**src/rtl/ahb_lite_rr_master.sv**
```systemverilog
// Round-robin AHB-Lite master: shares one slave port between NUM_REQ req/ack
// clients, issuing single-word NONSEQ transfers with a data-phase timeout.
`timescale 1ns/1ps
module ahb_lite_rr_master #(
  parameter int NUM_REQ = 2,
  parameter int TIMEOUT = 16
) (
  input  logic                  HCLK,
  input  logic                  HRESET,
  input  logic [NUM_REQ-1:0]    req,
  input  logic [NUM_REQ-1:0]    we,
  input  logic [NUM_REQ*32-1:0] addr,
  input  logic [NUM_REQ*32-1:0] wdata,
  output logic [NUM_REQ-1:0]    ack,
  output logic                  err,
  output logic [31:0]           rdata,
  output logic                  busy,
  output logic                  HSEL,
  output logic [31:0]           HADDR,
  output logic [1:0]            HTRANS,
  output logic                  HWRITE,
  output logic [2:0]            HSIZE,
  output logic [2:0]            HBURST,
  output logic [31:0]           HWDATA,
  input  logic                  HREADY,
  input  logic [1:0]            HRESP,
  input  logic [31:0]           HRDATA
);

  localparam int               IDX_W        = (NUM_REQ > 1) ? $clog2(NUM_REQ) : 1;
  localparam logic [IDX_W-1:0] LAST_IDX     = IDX_W'(NUM_REQ - 1);
  localparam logic [7:0]       TIMEOUT_C    = 8'(TIMEOUT);
  localparam logic [1:0]       TRANS_IDLE   = 2'b00;
  localparam logic [1:0]       TRANS_NONSEQ = 2'b10;

  typedef enum logic [1:0] {
    IDLE = 2'b00,
    ADDR = 2'b01,
    DATA = 2'b10,
    RESP = 2'b11
  } state_t;

  state_t             state_r;
  logic [IDX_W-1:0]   last_grant_r;
  logic [IDX_W-1:0]   grant_r;
  logic [7:0]         cnt_r;
  logic               hsel_r;
  logic [31:0]        haddr_r;
  logic [1:0]         htrans_r;
  logic               hwrite_r;
  logic [31:0]        hwdata_r;
  logic [NUM_REQ-1:0] ack_r;
  logic               err_r;
  logic [31:0]        rdata_r;
  logic               busy_r;

  logic [2*NUM_REQ-1:0] req_dbl_s;
  logic [NUM_REQ-1:0]   rot_s;
  logic                 any_req_s;
  logic [IDX_W-1:0]     winner_s;
  logic                 win_we_s;
  logic [31:0]          win_addr_s;
  logic [31:0]          win_wdata_s;
  logic                 unused_s;

  function automatic logic [NUM_REQ-1:0] onehot(input logic [IDX_W-1:0] idx);
    logic [NUM_REQ-1:0] vec;
    vec = '0;
    for (int k = 0; k < NUM_REQ; k++) begin
      vec[k] = (idx == IDX_W'(k));
    end
    return vec;
  endfunction

  // Round-robin pick: rotate req so that position 0 is last_grant+1, take the first set bit.
  always_comb begin
    req_dbl_s   = {req, req} >> (int'(last_grant_r) + 1);
    rot_s       = req_dbl_s[NUM_REQ-1:0];
    any_req_s   = 1'b0;
    winner_s    = '0;
    win_we_s    = 1'b0;
    win_addr_s  = 32'h0000_0000;
    win_wdata_s = 32'h0000_0000;
    for (int k = 0; k < NUM_REQ; k++) begin
      if (!any_req_s && rot_s[k]) begin
        any_req_s = 1'b1;
        winner_s  = IDX_W'((int'(last_grant_r) + 1 + k) % NUM_REQ);
      end else begin
        any_req_s = any_req_s;
      end
    end
    for (int k = 0; k < NUM_REQ; k++) begin
      if (winner_s == IDX_W'(k)) begin
        win_we_s    = we[k];
        win_addr_s  = addr[32*k +: 32];
        win_wdata_s = wdata[32*k +: 32];
      end else begin
        win_we_s = win_we_s;
      end
    end
  end

  // Transfer FSM; every bus and client output is a register updated here.
  always_ff @(posedge HCLK) begin
    if (HRESET) begin
      state_r      <= IDLE;
      last_grant_r <= LAST_IDX;
      grant_r      <= '0;
      cnt_r        <= 8'd0;
      hsel_r       <= 1'b0;
      haddr_r      <= 32'h0000_0000;
      htrans_r     <= TRANS_IDLE;
      hwrite_r     <= 1'b0;
      hwdata_r     <= 32'h0000_0000;
      ack_r        <= '0;
      err_r        <= 1'b0;
      rdata_r      <= 32'h0000_0000;
      busy_r       <= 1'b0;
    end else begin
      ack_r <= '0;
      case (state_r)
        IDLE: begin
          if (any_req_s) begin
            grant_r      <= winner_s;
            last_grant_r <= winner_s;
            busy_r       <= 1'b1;
            if (win_addr_s[1:0] != 2'b00) begin
              // Misaligned: answer straight away, never touch the bus.
              state_r <= RESP;
              ack_r   <= onehot(winner_s);
              err_r   <= 1'b1;
              rdata_r <= 32'h0000_0000;
            end else begin
              state_r  <= ADDR;
              hsel_r   <= 1'b1;
              htrans_r <= TRANS_NONSEQ;
              haddr_r  <= win_addr_s;
              hwrite_r <= win_we_s;
              hwdata_r <= win_wdata_s;
            end
          end else begin
            busy_r <= 1'b0;
          end
        end
        ADDR: begin
          state_r  <= DATA;
          hsel_r   <= 1'b0;
          htrans_r <= TRANS_IDLE;
          cnt_r    <= 8'd0;
        end
        DATA: begin
          if (HREADY) begin
            state_r <= RESP;
            ack_r   <= onehot(grant_r);
            err_r   <= HRESP[0];
            rdata_r <= hwrite_r ? 32'h0000_0000 : HRDATA;
          end else if ((cnt_r + 8'd1) >= TIMEOUT_C) begin
            state_r <= RESP;
            ack_r   <= onehot(grant_r);
            err_r   <= 1'b1;
            rdata_r <= 32'h0000_0000;
            cnt_r   <= cnt_r + 8'd1;
          end else begin
            cnt_r <= cnt_r + 8'd1;
          end
        end
        RESP: begin
          state_r <= IDLE;
          busy_r  <= 1'b0;
          err_r   <= 1'b0;
          rdata_r <= 32'h0000_0000;
          cnt_r   <= 8'd0;
        end
        default: begin
          state_r  <= IDLE;
          busy_r   <= 1'b0;
          hsel_r   <= 1'b0;
          htrans_r <= TRANS_IDLE;
          cnt_r    <= 8'd0;
        end
      endcase
    end
  end

  assign unused_s = HRESP[1];

  assign HSEL   = hsel_r;
  assign HADDR  = haddr_r;
  assign HTRANS = htrans_r;
  assign HWRITE = hwrite_r;
  assign HWDATA = hwdata_r;
  assign HSIZE  = 3'b010;
  assign HBURST = 3'b000;
  assign ack    = ack_r;
  assign err    = err_r;
  assign rdata  = rdata_r;
  assign busy   = busy_r;

endmodule

```
**config.mk**
```make
export PLATFORM = sky130hd
export DESIGN_NAME = ahb_lite_rr_master
export DESIGN_NICKNAME = d
export VERILOG_FILES = /design/src/rtl/ahb_lite_rr_master.sv
export SDC_FILE = /design/constraint.sdc
export NUM_CORES = 1
export LEC_CHECK = 0
export CAP_MARGIN = 20
export CORE_UTILIZATION = 30
export CTS_CLUSTER_DIAMETER = 60
export CTS_CLUSTER_SIZE = 30
export DETAILED_ROUTE_END_ITERATION = 7
export PLACE_DENSITY = 0.75
export SLEW_MARGIN = 20
export SYNTH_ARGS = -nofsm -noshare
export SYNTH_HDL_FRONTEND = slang
export SYNTH_SLANG_ARGS = --single-unit
```
**constraint.sdc**
```tcl
create_clock -name HCLK -period 6.9 [get_ports HCLK]
set_input_delay 1.035 -clock HCLK [delete_from_list [all_inputs] [get_ports HCLK]]
set_output_delay 1.035 -clock HCLK [all_outputs]
set_load 0.03 [all_outputs]
```
## Word-level counts from Yosys, hierarchy flattened

Cells that the tools add are included.

- Logic and storage cells: 82
- Output and inout bits: 110
- Register bits after elaboration: 116
- Input bits: 169

- Bitwise logic cells: 3
- Eq/ne operators: 8
- Reduce and logical (&&, ||, !) cells: 15
- Muxes and demuxes: 38
- Add/subtract/negate cells: 3
- Shift-type cells: 1
- Magnitude comparators: 1

Operators with widths:

| cell | count |
|---|---|
| 32-bit 2-to-1 mux | 7 |
| 32-bit case mux with 3 select lines | 1 |
| 2-bit 2-to-1 mux | 10 |
| 8-bit case mux with 2 select lines | 1 |
| 1-bit 2-to-1 mux | 12 |
| 8-bit by 1-bit adder with 8-bit output, second input constant | 1 |
| 8-bit by 5-bit greater-or-equal comparator with 1-bit output, second input constant | 1 |
| 8-bit 2-to-1 mux | 1 |
| 2-bit != test, second input constant | 4 |
| 2-bit case mux with 2 select lines | 2 |
| 2-bit case mux with 4 select lines | 1 |
| 2-bit nonzero test | 4 |
| 2-bit AND reduction | 3 |
| 3-bit AND reduction | 2 |
| 2-bit == test, second input constant | 2 |
| 1-bit case mux with 2 select lines | 2 |
| 4-bit AND reduction | 1 |
| 4-bit by 2-bit >> shifter with 2-bit output | 1 |
| 3-bit != test, second input constant | 1 |
| 1-bit inverter | 3 |
| 1-bit case mux with 3 select lines | 1 |
| 3-bit nonzero test | 1 |
| 1-bit by 1-bit adder with 2-bit output, second input constant | 1 |
| 2-bit by 1-bit == test with 1-bit output, second input constant | 1 |
| other kinds (5) | 5 |

## Longest topological paths before layout

Gate-level depths: netlist (run 1).

- Depth after elaboration: 11
- Gate-level depth with buffers: 9
- Mapped depth without buffers: 7

## Worst setup path before layout (run 1)

Ideal clock, no wire load.

- Kind: input to register
- From: input port HREADY
- To: register rdata_r[7], in the netlist rdata[7]
- Data arrival time: 2.483 ns
- Required time: 6.828 ns
- Path buffers: 2
- Setup slack: 4.346 ns
- Stages on the path: 5
- Library setup time: 0.072 ns
- Cell sequence: clkbuf_1 > nor4b_1 > dlygate4sd1_1 > nand2_1 > mux2i_1

- Word-level cells in the longest chain between the ends: 2
- Elaborated cells on any way between the ends: 4
- Those cells by class: 1 x eq/ne; 2 x mux; 1 x reduce/logical

RTL lines:

| item | RTL line | text |
|---|---|---|
| start: declaration | 25 | `input logic HREADY,` |
| 3-bit != test (no source line) / 32-bit 2-to-1 mux (equally long branches) | n/a |  |
| 4-bit AND reduction (no source line) / 32-bit case mux with 3 select lines (equally long branches) | n/a |  |
| end signal: assignment | 156 | `rdata_r <= hwrite_r ? 32'h0000_0000 : HRDATA;` |
| end: declaration | 54 | `logic [31:0] rdata_r;` |

Parallel ways exist; a longest one is shown, timed or not.
A chain may end at the register's enable or synchronous reset.

## Final worst setup path (run 1)

- From: input port req[1]
- To: register rdata_r[24], in the netlist rdata[24]

- Word-level cells in the longest chain between the ends: 9
- Elaborated cells on any way between the ends: 12
- Those cells by class: 2 x eq/ne; 1 x shift; 5 x mux; 4 x reduce/logical

RTL lines:

| item | RTL line | text |
|---|---|---|
| start: declaration | 10 | `input logic [NUM_REQ-1:0] req,` |
| 4-bit by 2-bit >> shifter with 2-bit output (*) | 77 | `req_dbl_s = {req, req} >> (int'(last_grant_r) + 1);` |
| 1-bit 2-to-1 mux | 85 | `if (!any_req_s && rot_s[k]) begin` |
| 1-bit zero test | 85 |  |
| 1-bit logical AND | 85 |  |
| 1-bit 2-to-1 mux | 85 |  |
| 32-bit 2-to-1 mux | 93 | `if (winner_s == IDX_W'(k)) begin` |
| 2-bit nonzero test | 127 | `if (win_addr_s[1:0] != 2'b00) begin` |
| 2-bit != test (no source line) | n/a |  |
| 4-bit AND reduction (no source line) (*) | n/a |  |

Mark *: on every way between the ends. The rest lies on a longest branch, timed or not.

==> reports/metrics.yaml, run 1 <==
global_route:
  gr-total-overflow: 0
  grt_max_degree: 76
  grt_pass1_wl_microns: 23100
  track_usage: 0.162
  antenna_found_initial: 0
  first_global_vias: 4600
synthesis:
  synth_edf_count: 0
  synth-warning-count: 0
  synth_cell_type_count: 52
  ys_ff_latch: 114
  ys_seq_area_frac: 0.425
  syn_inst: 563
  synthArstFlopShare: 0
  syn-cell-area_sq_um: 5370
  post_synth.cell_area_avg_sq_um: 9.54
  synthFlopType: "dfxtp_1"
worst_setup_path:
  r2r-start: "last_grant_r"
  crit_type: "in2reg"
  crit_fanout: 66
  arrival_ps: 3860
  critPathLaunchType: "input pin"
  crit_required_ps: 7160
  critical_path.endpoint_type: "flop"
  cp-startpoint: "req[1]"
cells_and_area:
  final_core_util: 0.501
  diodes: 0
  layout_commonest_cell: "clkdlybuf4s50_1"
  drive_gt1_frac: 0.0854
  final_cell_mix: "clkdlybuf4s50_1, dfxtp_1, mux2i_1, nor2_1, a211oi_1"
  syn_to_final_growth_pct: 62.4
  final_nets: 982
  fill_cells: 1592
timing:
  finalSetupViolCount: 0
  rsz0062_at_grt: "false"
  relSlewSlack: 0.260
  clock_skew_ps: 5.73
  fin_crit_ps: 3590
  final.period_utilization: 0.521
  fmax_mhz: 278
  finalHoldViolCount: 0
  fin_tns_setup_ps: 0
  drv_slew: 0
  tightestPinTransition_ps: 1110
outcome:
  status: "complete, no violations"
floorplan:
  io_pins: 279
  die-area_sq_um: 18400
  core_region_area_sq_um: 17400
  die_w_microns: 136
  dieHeight_microns: 136
  rows: 48
  start_util: 0.308
detailed_routing:
  routed_wl_microns: 14800
  detail-route-antenna-nets: 0
  drt_iter0_markers: 221
  vias_per_cell: 4.61
  firstDrtPassIters: 4
  vias: 4820
  drc_errors: 0
  wl_per_cell_microns: 14.2
power_and_ir_drop:
  internal-power_mw: 1.77
  powerDensity_nw_per_um2: 303
  clkPwrFrac: 0.341
  p_switching_mw: 0.869
  power_leakage_nw: 3.16
  pwr-share-seq: 0.303
  swShare: 0.329
  ir_worst_vdd_mv: 0.194
  pwr-share-comb: 0.355
clock_tree:
  clk_latency_ps: 400
  root_buffer: "clkbuf_16"
  post-cts-setup-buffer-count: 0
  cts_tree: "done"
  cts_hold_buf: 0
  clk_path_buf_depth: 2
  path_clk_slew_ps: 50
  ctsResizeCount: 0
  cts_sinks: 114
  htreeDepth: 4
  cts_inserted_buffers: 17
placement:
  portBuffers: 270
  gp_congestion: 0.740
  dp.final_hpwl_microns: 10600
run:
  drv_cap: 0
hold_path:
  worstHoldStart: "err"
  worstHoldPathType: "reg2reg"
[metal layers]
layer  global-route usage  vias up  routed length, microns
met1                0.184     2123                    6210
met2                0.267      209                    6850
li1                     -     2473                       -
met5                    0        -                       0
met3               0.0774       15                    1570
met4               0.0506        0                     182
[path summary, 6_finish.rpt]
kind	end	slack, ps	cells past startpoint
min	err	470	2
max	rdata[24]	3310	8
max reg2reg	rdata[24]	4170	7
min reg2reg	err	470	2
[power by group through the flow]
stage	Clock, mW	Combinational (mW)	Sequential (mW)
4_1_cts	0.924	0.949	0.801
2_1_floorplan	0	0.493	0.972
3_5_place_dp	0	0.947	0.814
6_report	0.901	0.938	0.801
5_1_grt	0.957	1.01	0.812
3_3_place_gp	0	0.938	0.811
[layout make-up]
cell class	instances	area (sq um)	share of cell area
Timing Repair Buffer	276	2770	0.318
Multi-Input combinational cell	394	2770	0.317
Sequential cell	114	2280	0.262
Clock buffer	23	478	0.0548
Tap cell	225	282	0.0323
Clock inverter	8	128	0.0146
Inverter	5	18.8	0.00215
[sequential cells by signal, summed over array words and instances (netlist names)]
register      cells
cnt_r             8
HADDR            32
busy              1
rdata            32
last_grant_r      1
HTRANS            1
HWRITE            1
state_r           2
HWDATA           32
err               1
grant_r           1
ack               2
[Yosys cell counts (4+ instances only)]
| master | n | area (sq um) |
|---|---|---|
| nor3_1 | 4 | 20.0 |
| inv_1 | 5 | 18.8 |
| or2b_2 | 25 | 219 |
| mux2i_1 | 97 | 971 |
| a32oi_1 | 7 | 61.3 |
| nand4_1 | 4 | 25.0 |
| buf_2 | 6 | 30.0 |
| clkbuf_1 | 29 | 109 |
| a211oi_1 | 63 | 473 |
| nand2_1 | 46 | 173 |
| nand2b_1 | 10 | 62.6 |
| buf_4 | 10 | 75.1 |
| dfxtp_1 | 114 | 2280 |
| a21oi_1 | 4 | 20.0 |
| ha_1 | 5 | 62.6 |
| o21ai_0 | 5 | 25.0 |
| nor2_1 | 82 | 308 |
[cell families (layout without fill, tap and decap cells)]
| logic type | count (synthesis) | after routing | synth area share |
|---|---|---|---|
| and+or+nand+nor | 185 | 185 | 0.170 |
| buffers and inverters | 60 | 312 | 0.0683 |
| other | 2 | 7 | 0.00140 |
| DFF | 114 | 114 | 0.425 |
| xor gates and xnor gates | 2 | 2 | 0.00326 |
| adders and majority gates | 5 | 5 | 0.0116 |
| muxes | 99 | 99 | 0.185 |
| AOI/OAI and AO/OA | 96 | 96 | 0.136 |
[per-stage QoR]
stage          power [mW]  worst slack [ps]  hold slack, ps  instance area [sq um]  cells
2_1_floorplan        1.46              4350             444                   5390    568
3_3_place_gp         1.75              2860             461                   8100   1013
3_5_place_dp         1.76              2810             465                   8120   1014
4_1_cts              2.67              3240             475                   8720   1045
5_1_grt              2.78              3160             490                   8720   1045
6_report             2.64              3310             472                   8720   1045
[critical path: stages]
cell	delay (ps)
clkdlybuf4s50_1	530
a21boi_4	200
buf_4	780
mux2_2	430
a21oi_1	240
o211ai_4	100
buf_4	320
mux2i_1	180
(Power assumes the default switching activity.)
==> run 2: changes to the inputs <==
Clock period 6.9 ns to 3.5 ns, I/O delays scaled along.
==> reports/metrics.yaml, run 2 (same netlist as run 1, synthesis figures left out) <==
worst_setup_path:
  slowest_stage: "or4b_4"
  max_stage_delay_ps: 600  # -180 ps
  rr_worst_depth: 7  # unchanged
  crit_required_ps: 3830  # -3330 ps
  critical_path.endpoint_type: "flop"
  crit_fanout: 33  # -50%
  critPathLaunchType: "flop"
  cp_num_cells: 7  # -1
  arrival_ps: 2930  # -930 ps
  r2r-start: "cnt_r[0]"
  path_cells: "ha_1 > and3_2 > a31oi_1 > or4b_4 > o211ai_4 > buf_4 > mux2i_1"
  cp-startpoint: "cnt_r[0]"
  cpLargestDelayFamily: "simple AND/OR/NAND/NOR gates"
  crit_type: "reg2reg"
  crit_buf_inv: 1  # -2
clock_tree:
  cts_sinks: 114  # unchanged
  cts_hold_buf: 0  # unchanged
  clk_path_buf_depth: 2  # unchanged
  cts_inserted_buffers: 17  # unchanged
  cts_tree: "done"
  path_clk_slew_ps: 50  # about the same
  htreeDepth: 4  # unchanged
  post-cts-setup-buffer-count: 0  # unchanged
  root_buffer: "clkbuf_16"
  ctsResizeCount: 0  # unchanged
  clk_latency_ps: 400  # about the same
detailed_routing:
  vias_per_cell: 4.62  # +0.23%
  drc_errors: 0  # unchanged
  firstDrtPassIters: 4  # unchanged
  wl_per_cell_microns: 14.1  # -0.51%
  drt_iter0_markers: 190  # -14%
  routed_wl_microns: 14700  # -0.51%
  detail-route-antenna-nets: 0  # unchanged
  vias: 4831  # +0.23%
global_route:
  grt_max_degree: 130  # +71%
  grt_pass1_wl_microns: 22900  # -1.0%
  track_usage: 0.162  # -0.000464
  antenna_found_initial: 0  # unchanged
  first_global_vias: 4609  # +0.20%
  gr-total-overflow: 0  # unchanged
timing:
  fmax_mhz: 384
  fin_crit_ps: 2600
  finalHoldViolCount: 0  # unchanged
  rsz0062_at_grt: "false"
  drv_slew: 0  # unchanged
  relSlewSlack: 0.475  # +0.216
  final.period_utilization: 0.743
  clock_skew_ps: 6.89  # +1.16 ps
  tightestPinTransition_ps: 787  # -323 ps
  fin_tns_setup_ps: 0  # unchanged
  finalSetupViolCount: 0  # unchanged
cells_and_area:
  multiInputGateArea_sq_um: 2770  # unchanged
  final_nets: 981  # -0.10%
  seq_area_sq_um: 2280  # unchanged
  syn_to_final_growth_pct: 63.4
  fill_cells: 1620  # +1.8%
  diodes: 0  # unchanged
  layout_commonest_cell: "clkdlybuf4s50_1"
  drive_gt1_frac: 0.0866  # +0.00122
  final_core_util: 0.504  # +0.00287
  final_cell_mix: "clkdlybuf4s50_1, dfxtp_1, mux2i_1, nor2_1, a211oi_1"
power_and_ir_drop:
  power_leakage_nw: 3.19  # +0.80%
  powerDensity_nw_per_um2: 610  # +100%
  ir_worst_vdd_mv: 0.384  # +98%
floorplan:
  die-area_sq_um: 18400  # unchanged
  rows: 48  # unchanged
  start_util: 0.308  # unchanged
  die_w_microns: 136  # unchanged
  io_pins: 279  # unchanged
  core_region_area_sq_um: 17400  # unchanged
  dieHeight_microns: 136  # unchanged
outcome:
  status: "complete, no violations"
run:
  drv_cap: 0  # unchanged
placement:
  dp.final_hpwl_microns: 10400  # -1.3%
  portBuffers: 270  # unchanged
  gp_congestion: 0.748  # +1.1%
hold_path:
  worstHoldPathType: "reg2reg"
  worstHoldStart: "err"
  hold_depth: 2  # unchanged
## run 2: cell types whose count changed in the layout (fill, tap and decap cells not counted), sizes merged
cell,before,now
buf,7,6
clkinv,3,2
bufinv,3,5
## run 2: tightest hold or removal path, stage by stage, from the launching register on
cell and delay, ps:
dfxtp_1 310, nand2b_1 60, mux2i_1 60
## run 2: final cells by class
class,count,share of cell area
clock buffer,23,0.0556
clock inverter,9,0.0200
tap,225,0.0321
timing repair buffer,275,0.315
inverter,5,0.00214
multi-input combinational,394,0.315
sequential,114,0.260
## run 2: metal layers
metal	track usage	wire [microns]
met2	0.268	6980
met5	0	0
met3	0.0730	1420
met4	0.0543	176
met1	0.183	6160
## run 2: metrics by stage
stage               area, sq um  power (mW)  hold WS, ps  setup slack [ps]  cells
finish                     8770        5.35          474               899   1045
global route               8770        5.62          488               720   1045
CTS                        8770        5.43          478               906   1045
detailed placement         8110        3.46          468               780   1013
global placement           8110        3.44          461               821   1013
floorplan                  5390        2.89          444              1290    568
## run 2: worst paths after layout
path / end / slack, ps
min reg2reg: err / 470
max reg2reg: rdata[8] / 900
max: rdata[8] / 900
min: err / 470
## run 2: where the power goes
group,switching [mW],internal (mW),total [mW]
Combinational,1.01,0.830,1.84
Clock,0.596,1.34,1.93
Sequential,0.0982,1.48,1.58
==> run 3: changes to the inputs <==
Clock period 3.5 ns to 2.55 ns, I/O delays scaled along.
==> reports/metrics.yaml, run 3 (same netlist as run 1, synthesis figures left out) <==
worst_setup_path:
  critical_path.endpoint_type: "flop"
  critPathLaunchType: "flop"
  reg2reg_to: "rdata[28]"
  crit_type: "reg2reg"
  r2r-start: "cnt_r[0]"
  rr_worst_depth: 8  # +1
  crit_fanout: 8  # -76%
  crit_required_ps: 2890  # -940 ps
  cp-startpoint: "cnt_r[0]"
  arrival_ps: 2730  # -200 ps
  r2r_slack_ps: 150  # -750 ps
  endpoint: "rdata[28]"
cells_and_area:
  diodes: 0  # unchanged
  layout_commonest_cell: "clkdlybuf4s50_1"
  final_core_util: 0.507  # +0.00345
  final_cell_mix: "clkdlybuf4s50_1, dfxtp_1, mux2i_1, nor2_1, a211oi_1"
  syn_to_final_growth_pct: 64.5
  drive_gt1_frac: 0.103  # +0.0167
  fill_cells: 1616  # -0.25%
  final_area_sq_um: 8830  # +0.68%
  final_nets: 994  # +1.3%
detailed_routing:
  wl_per_cell_microns: 14.5  # +3.0%
  detail-route-antenna-nets: 0  # unchanged
  vias_per_cell: 4.63  # +0.22%
  vias: 4902  # +1.5%
  routed_wl_microns: 15400  # +4.3%
  drc_errors: 0  # unchanged
  firstDrtPassIters: 4  # unchanged
  drt_iter0_markers: 226  # +19%
clock_tree:
  htreeDepth: 4  # unchanged
  cts_sinks: 114  # unchanged
  clk_path_buf_depth: 2  # unchanged
  path_clk_slew_ps: 60  # about the same
  ctsResizeCount: 0  # unchanged
  post-cts-setup-buffer-count: 0  # unchanged
  cts_tree: "done"
  clk_latency_ps: 410  # about the same
  cts_hold_buf: 0  # unchanged
  cts_inserted_buffers: 17  # unchanged
  root_buffer: "clkbuf_16"
timing:
  fmax_mhz: 417  # +8.5%
  final.period_utilization: 0.940  # +0.197
  finalHoldViolCount: 0  # unchanged
  fin_crit_ps: 2400  # -205 ps
  clock_skew_ps: 6.07  # -0.817 ps
  rsz0062_at_grt: "false"
  finalSetupViolCount: 0  # unchanged
  fin_tns_setup_ps: 0  # unchanged
  drv_slew: 0  # unchanged
  tightestPinTransition_ps: 622  # -165 ps
  relSlewSlack: 0.585  # +0.110
power_and_ir_drop:
  pwr-share-seq: 0.300  # +0.005
  clkPwrFrac: 0.310  # -0.051
  pwr-share-comb: 0.390  # +0.047
  internal-power_mw: 4.72  # +29%
  swShare: 0.346  # +0.0286
  p_switching_mw: 2.50  # +47%
  power_leakage_nw: 3.22  # +1.1%
  finalPower_mw: 7.23  # +35%
  ir_worst_vdd_mv: 0.585  # +52%
  powerDensity_nw_per_um2: 818  # +34%
hold_path:
  worstHoldStart: "HRESET"
  worstHoldPathType: "in2reg"
floorplan:
  core_region_area_sq_um: 17400  # unchanged
  start_util: 0.308  # unchanged
  io_pins: 279  # unchanged
  die-area_sq_um: 18400  # unchanged
  die_w_microns: 136  # unchanged
  dieHeight_microns: 136  # unchanged
  rows: 48  # unchanged
global_route:
  antenna_found_initial: 0  # unchanged
  grt_pass1_wl_microns: 23500  # +2.5%
  first_global_vias: 4747  # +3.0%
  grt_max_degree: 73  # -44%
  track_usage: 0.165  # +0.00341
  gr-total-overflow: 0  # unchanged
placement:
  dp.final_hpwl_microns: 11000  # +5.2%
  portBuffers: 270  # unchanged
  place_area_sq_um: 8200  # +1.0%
  gp_congestion: 0.786  # +5.1%
run:
  drv_cap: 0  # unchanged
outcome:
  status: "complete, no violations"
## run 3: routing by layer
layer | GRT usage | vias to the layer above | routed length [microns]
met5 | 0 | - | 0
met3 | 0.0685 | 17 | 1420
li1 | - | 2493 | -
met4 | 0.0630 | 0 | 241
met2 | 0.274 | 195 | 7290
met1 | 0.188 | 2197 | 6410
## run 3: worst min-delay path by stage
| stage | slack [ps] | cells after the start | endpoint |
|---|---|---|---|
| detailed placement | 470 | 2 | rdata[29] |
| global route | 290 | 2 | busy |
| finish | 300 | 2 | ack[1] |
| global placement | 460 | 2 | rdata[29] |
| floorplan | 440 | 1 | ack[0] |
| CTS | 290 | 2 | cnt_r[5] |
## run 3: area by class of cell
cell class | count | area (sq um) | share of cell area
repair buffers | 288 | 2920 | 0.331
multi-input cells | 394 | 2770 | 0.313
inverters | 5 | 18.8 | 0.00212
flip-flops and latches | 114 | 2280 | 0.258
well taps | 225 | 282 | 0.0319
clock inverters | 15 | 136 | 0.0154
clock buffers | 17 | 425 | 0.0482
## run 3: worst max-delay path, stage by stage, from the launching register on
cell      delay (ps)
dfxtp_1          400
ha_1             230
and3_2           240
a31oi_1          100
or4b_4           600
o211ai_4         200
buf_4            180
buf_6            180
mux2i_1          180
## run 3: power groups by stage
| stage | sequential, mW | combinational (mW) | clock (mW) |
|---|---|---|---|
| floorplan | 2.63 | 1.33 | 0 |
| global placement | 2.20 | 2.60 | 0 |
| detailed placement | 2.21 | 2.61 | 0 |
| CTS | 2.17 | 2.62 | 2.31 |
| global route | 2.20 | 3.01 | 2.38 |
| finish | 2.17 | 2.82 | 2.24 |
## run 3: stage by stage
step	setup slack [ps]	cells	hold slack [ps]
3_5_place_dp	120	1021	466
3_3_place_gp	153	1021	461
6_report	154	1058	302
2_1_floorplan	340	568	444
5_1_grt	30.2	1058	295
4_1_cts	168	1053	288
